==> src/rtl/fetch_pkg.sv <==
// Shared types and constants for the instruction fetch unit.
package fetch_pkg;

    localparam int ENTRY_W       = 32;
    localparam int INSTR_BYTES   = 4;
    localparam int PC_ALIGN_BITS = 2;

    typedef struct packed {
        logic [ENTRY_W-1:0] pc;
        logic [ENTRY_W-1:0] instr;
    } fetch_entry_t;

endpackage

==> src/rtl/fetch_fifo.sv <==
// Prefetch FIFO of {pc, instr} entries; flush dominates push and pop.
module fetch_fifo
    import fetch_pkg::*;
#(
    parameter int DEPTH = 2,
    localparam int PW = $clog2(DEPTH),
    localparam int CW = $clog2(DEPTH) + 1
) (
    input  logic         clock,
    input  logic         nReset,
    input  logic         push,
    input  logic         pop,
    input  logic         flush,
    input  fetch_entry_t wr_data,
    output fetch_entry_t rd_data,
    output logic [CW-1:0] count,
    output logic         full,
    output logic         empty
);

    fetch_entry_t  mem_q [DEPTH];
    fetch_entry_t  mem_d [DEPTH];
    logic [PW-1:0] wr_ptr_q, wr_ptr_d;
    logic [PW-1:0] rd_ptr_q, rd_ptr_d;
    logic [CW-1:0] count_q, count_d;
    logic          do_push, do_pop;

    assign full    = (count_q == CW'(DEPTH));
    assign empty   = (count_q == '0);
    assign do_pop  = pop & ~empty;
    assign do_push = push & (~full | do_pop);

    always_comb begin
        mem_d    = mem_q;
        wr_ptr_d = wr_ptr_q;
        rd_ptr_d = rd_ptr_q;
        count_d  = count_q;
        if (flush) begin
            wr_ptr_d = '0;
            rd_ptr_d = '0;
            count_d  = '0;
        end else begin
            if (do_push) begin
                mem_d[wr_ptr_q] = wr_data;
                wr_ptr_d        = wr_ptr_q + 1'b1;
            end
            if (do_pop) begin
                rd_ptr_d = rd_ptr_q + 1'b1;
            end
            count_d = count_q + CW'(do_push) - CW'(do_pop);
        end
    end

    always_ff @(posedge clock or negedge nReset) begin
        if (!nReset) begin
            wr_ptr_q <= '0;
            rd_ptr_q <= '0;
            count_q  <= '0;
            for (int i = 0; i < DEPTH; i++) begin
                mem_q[i] <= '0;
            end
        end else begin
            wr_ptr_q <= wr_ptr_d;
            rd_ptr_q <= rd_ptr_d;
            count_q  <= count_d;
            mem_q    <= mem_d;
        end
    end

    assign rd_data = mem_q[rd_ptr_q];
    assign count   = count_q;

endmodule

==> src/rtl/instr_fetch_unit.sv <==
// Instruction fetch: owns the PC, feeds a prefetch FIFO, handles redirects.
// Define FETCH_BOUNDS_CHECK_EN to halt fetch with a sticky fault past the memory end.
module instr_fetch_unit
    import fetch_pkg::*;
#(
    parameter int               Isize      = 32,
    parameter int               mem_size   = 10,
    parameter logic [Isize-1:0] RESET_PC   = 32'h0000_0000,
    parameter int               FIFO_DEPTH = 2
) (
    input  logic             clock,
    input  logic             nReset,
    output logic [Isize-1:0] instr_addr,
    input  logic [Isize-1:0] instruction,
    input  logic             redirect_valid,
    input  logic [Isize-1:0] redirect_pc,
    output logic             out_valid,
    input  logic             out_ready,
    output logic [Isize-1:0] out_instr,
    output logic [Isize-1:0] out_pc,
    output logic             fetch_fault
);

    localparam int CW = $clog2(FIFO_DEPTH) + 1;

    if (mem_size <= PC_ALIGN_BITS || mem_size >= Isize) begin : g_bad_mem_size
        $error("instr_fetch_unit: mem_size out of range");
    end
    if (FIFO_DEPTH < 2 || (FIFO_DEPTH & (FIFO_DEPTH - 1)) != 0) begin : g_bad_depth
        $error("instr_fetch_unit: FIFO_DEPTH must be a power of 2, >= 2");
    end

    logic [Isize-1:0] pc_q, pc_d;
    logic [Isize-1:0] redirect_aligned;
    logic             push, pop, halted, oob;
    logic             fifo_full, fifo_empty;
    logic [CW-1:0]    fifo_count;
    fetch_entry_t     wr_entry, rd_entry;

    assign redirect_aligned = redirect_pc & ~Isize'(2'b11);
    assign instr_addr       = pc_q;

    assign pop  = ~fifo_empty & out_ready & ~redirect_valid;
    assign push = ~redirect_valid & (~fifo_full | pop) & ~halted & ~oob;

`ifdef FETCH_BOUNDS_CHECK_EN
    localparam logic [Isize-1:0] MEM_LIMIT = Isize'(1) << mem_size;
    logic halted_q, halted_d;

    assign oob = (pc_q >= MEM_LIMIT);

    // Sticky until a redirect (or reset) moves the PC somewhere legal.
    always_comb begin
        halted_d = halted_q | oob;
        if (redirect_valid) begin
            halted_d = 1'b0;
        end
    end

    always_ff @(posedge clock or negedge nReset) begin
        if (!nReset) begin
            halted_q <= 1'b0;
        end else begin
            halted_q <= halted_d;
        end
    end

    assign halted      = halted_q;
    assign fetch_fault = halted_q;
`else
    assign oob         = 1'b0;
    assign halted      = 1'b0;
    assign fetch_fault = 1'b0;
`endif

    always_comb begin
        pc_d = pc_q;
        if (redirect_valid) begin
            pc_d = redirect_aligned;
        end else if (push) begin
            pc_d = pc_q + Isize'(INSTR_BYTES);
        end
    end

    always_ff @(posedge clock or negedge nReset) begin
        if (!nReset) begin
            pc_q <= RESET_PC;
        end else begin
            pc_q <= pc_d;
        end
    end

    assign wr_entry = '{pc: pc_q, instr: instruction};

    fetch_fifo #(
        .DEPTH (FIFO_DEPTH)
    ) u_fifo (
        .clock   (clock),
        .nReset  (nReset),
        .push    (push),
        .pop     (pop),
        .flush   (redirect_valid),
        .wr_data (wr_entry),
        .rd_data (rd_entry),
        .count   (fifo_count),
        .full    (fifo_full),
        .empty   (fifo_empty)
    );

    assign out_valid = (fifo_count != '0);
    assign out_pc    = rd_entry.pc;
    assign out_instr = rd_entry.instr;

endmodule

==> config.mk <==
export PLATFORM = sky130hd
export DESIGN_NAME = instr_fetch_unit
export DESIGN_NICKNAME = d
export VERILOG_FILES = /design/src/rtl/fetch_pkg.sv /design/src/rtl/fetch_fifo.sv /design/src/rtl/instr_fetch_unit.sv
export SDC_FILE = /design/constraint.sdc
export NUM_CORES = 1
export LEC_CHECK = 0
export CAP_MARGIN = 10
export CORE_UTILIZATION = 40
export DETAILED_ROUTE_END_ITERATION = 7
export HOLD_SLACK_MARGIN = 0.06
export PLACE_DENSITY = 0.62
export SYNTH_ARGS = -nofsm -noshare
export SYNTH_HDL_FRONTEND = slang
export SYNTH_HIERARCHICAL = 1
export SYNTH_SLANG_ARGS = --single-unit
export TNS_END_PERCENT = 30
==> constraint.sdc <==
create_clock -name clock -period 3.5 [get_ports clock]
set_clock_uncertainty 0.2 [all_clocks]
set_input_delay 0.7 -clock clock [delete_from_list [all_inputs] [get_ports clock]]
set_output_delay 0.7 -clock clock [all_outputs]
set_load 0.05 [all_outputs]
==> flow_summary.ini <==
[grt]
grt.busiest_layer = met2
grt_pass1_wl_um = 30200
grt_max_degree = 80
met3_usage_pct = 3.70
grtUsageMet2_pct = 31.2
antenna_found_initial = 0
met1_usage_pct = 25.9
track_usage_pct = 19.5
grt_pass1_vias = 5764
grt-ovfl-total = 0

[yosys]
yosys-top-cells-area = dfrtp_1 (51%), mux2_2 (21%), mux2_4 (9.3%), buf_6 (1.3%), nand2_1 (1.2%)
async_flop_share_pct = 100
synth_cells = 597
synth_area_mm2 = 0.00791
synth_top_area_cell = dfrtp_1
ys_ff_latch = 162
yosysSeqAreaShare_pct = 51.3
yosys_warnings = 6
synth.distinct_cells = 51
synth.top_cell.area_share_pct = 51.3
synth-edff-count = 0
syn_area_per_cell_um2 = 13.2
synth_flop_cell = dfrtp_1

[drt]
route.detailed.drc = 0
viasPerCell = 5.29
initialDrtViolationCount = 202
ant_nets = 0
wire_per_inst_um = 18.3
routed_wl_um = 18900
vias = 5470
first_pass_iters = 4

[sta]
min_period_ns = 3.35
tns_ns = 0
period_share_pct = 95.8
rsz0062_at_grt = no
hold_viol = 0
fmax_ghz = 0.298
setup_viol = 0
tightest_slew_ns = 0.889
drv_slew = 0
holdWs_ns = 0.115
slew_headroom_pct = 40.7

[setup_path]
slowest_stage = clkdlybuf4s50_1
ff2ff_path_depth = 8
critPathBufInv = 2
worst-setup-path-type = reg2out
max_stage_delay_ns = 0.75
cp-start-kind = flip-flop
worstPathCellList = buf_12, mux2_2, clkdlybuf4s50_1
worst-path-stages = 3
cpLargestDelayFamily = buffers and inverters
crit_path_end_kind = output port
required_ns = 2.60
crit_fanout = 40
crit_arrival_ns = 2.45

[pwr]
peakVddDrop_v = 0.000380
power_density_mw_per_mm2 = 882
p_leak_nw = 4.28

[clocking]
cts_resized = 0
cts_num_sinks = 162
clk_latency_ns = 0.42
clkTransAtPathRegs_ns = 0.06
cts_buffers = 17
clockRootBuffer = clkbuf_16
cts-hold-fix-buffers = 0
h-tree-depth = 4
postCtsSetupBuffers = 0
cts_buffer_depth = 2
cts_tree = yes

[finish]
drive_gt1_share_pct = 32.2
area_growth_pct = 31.2
diodes = 0
final_cell_mix = dfrtp_1 (161), clkdlybuf4s50_1 (159), mux2_2 (144)
final_common_cell = dfrtp_1
finalNetCount = 826

[status]
status = completed

[floorplanning]
fp-row-count = 51
start_util_pct = 40.8
io_pins = 166
die_h_um = 143
design.die.area_mm2 = 0.0203
core_area_mm2 = 0.0194
die_width_um = 143

[place]
dp_hpwl_um = 12400
gp_congestion = 0.815
io_buffers = 160

[flow_run]
drv_cap = 0

[hold_path]
hp-class = in2async
synthesized netlist by cell type, types with 2 or more instances:
master,n
nand2_1,25
or4_1,12
mux2_4,49
nor2b_1,5
xor2_1,5
and4_1,4
a211oi_1,3
a21oi_1,3
mux2_2,144
a2111oi_0,3
clkbuf_1,21
xnor2_1,8
o41ai_1,2
a31oi_1,14
dfrtp_1,162
nand2b_1,3
nor2_1,22
buf_6,9
o211ai_1,2
inv_1,6
buf_4,3
buf_2,7
o211a_1,2
ha_1,2
nand4_1,12
nand3_1,11
o21ai_0,17
nor3_1,2
o31ai_1,12
or3_1,6
flip-flops by register name (all words and copies together), names as in the netlist:
name / cells
u_fifo/mem_q: 128
u_fifo/wr_ptr_q: 1
u_fifo/rd_ptr_q: 1
instr_addr: 30
u_fifo/count: 2
power by group:
group          total [mW]  leakage, nW  internal, mW  switching (mW)
Clock                1.87        0.284          1.08           0.793
Combinational        4.17         2.09          1.86            2.31
Sequential           3.11         1.91          2.64           0.476
metal layers:
layer	vias to the layer above	share of wire, %
met5	-	0
met4	0	2.1
met3	33	3.9
met2	170	47
met1	2760	47
li1	2507	-
layout make-up:
type                       instances  area, µm²
fill                            1692       9020
multi-input combinational        394       3610
sequential                       162       4060
clock buffer                      18        439
tap                              265        332
timing repair buffer             174       1760
inverter                           7       31.3
clock inverter                    14        150
logic make-up (layout without fill, tap and decap cells):
family / after synthesis / count (layout) / synth area share, %
AOI/OAI and AO/OA: 66 / 66 / 5.76
xor gates and xnor gates: 13 / 13 / 1.44
adders and majority gates: 2 / 2 / 0.316
buffers and inverters: 47 / 213 / 3.40
DFF: 162 / 162 / 51.3
muxes: 194 / 194 / 29.9
other: 1 / 7 / 0.0474
and+or+nand+nor: 112 / 112 / 7.83
path summary, 6_finish.rpt:
path                                   from                 to  slack (ns)
min reg2reg                u_fifo/mem_q[33]   u_fifo/mem_q[33]        0.30
max in group asynchronous            nReset  u_fifo/mem_q[115]        2.18
min in group clock         u_fifo/mem_q[33]   u_fifo/mem_q[33]        0.30
min                                  nReset   u_fifo/mem_q[64]        0.12
max reg2reg                 u_fifo/count[1]   u_fifo/mem_q[95]        0.64
max                         u_fifo/rd_ptr_q         out_pc[11]        0.15
metrics by stage:
step | power (mW) | util, % | cells | setup slack [ns] | cell area [µm²]
6_report | 9.15 | 53.5 | 1034 | 0.148 | 10400
5_1_grt | 9.58 | 53.5 | 1034 | 0.0655 | 10400
4_1_cts | 9.23 | 53.5 | 1034 | 0.0888 | 10400
3_5_place_dp | 7.32 | 50.5 | 1002 | 0.0365 | 9790
3_3_place_gp | 7.19 | 50.5 | 1002 | 0.114 | 9790
2_1_floorplan | 6.03 | - | 603 | 0.406 | 7930
Power figures use the tool's default switching activity.
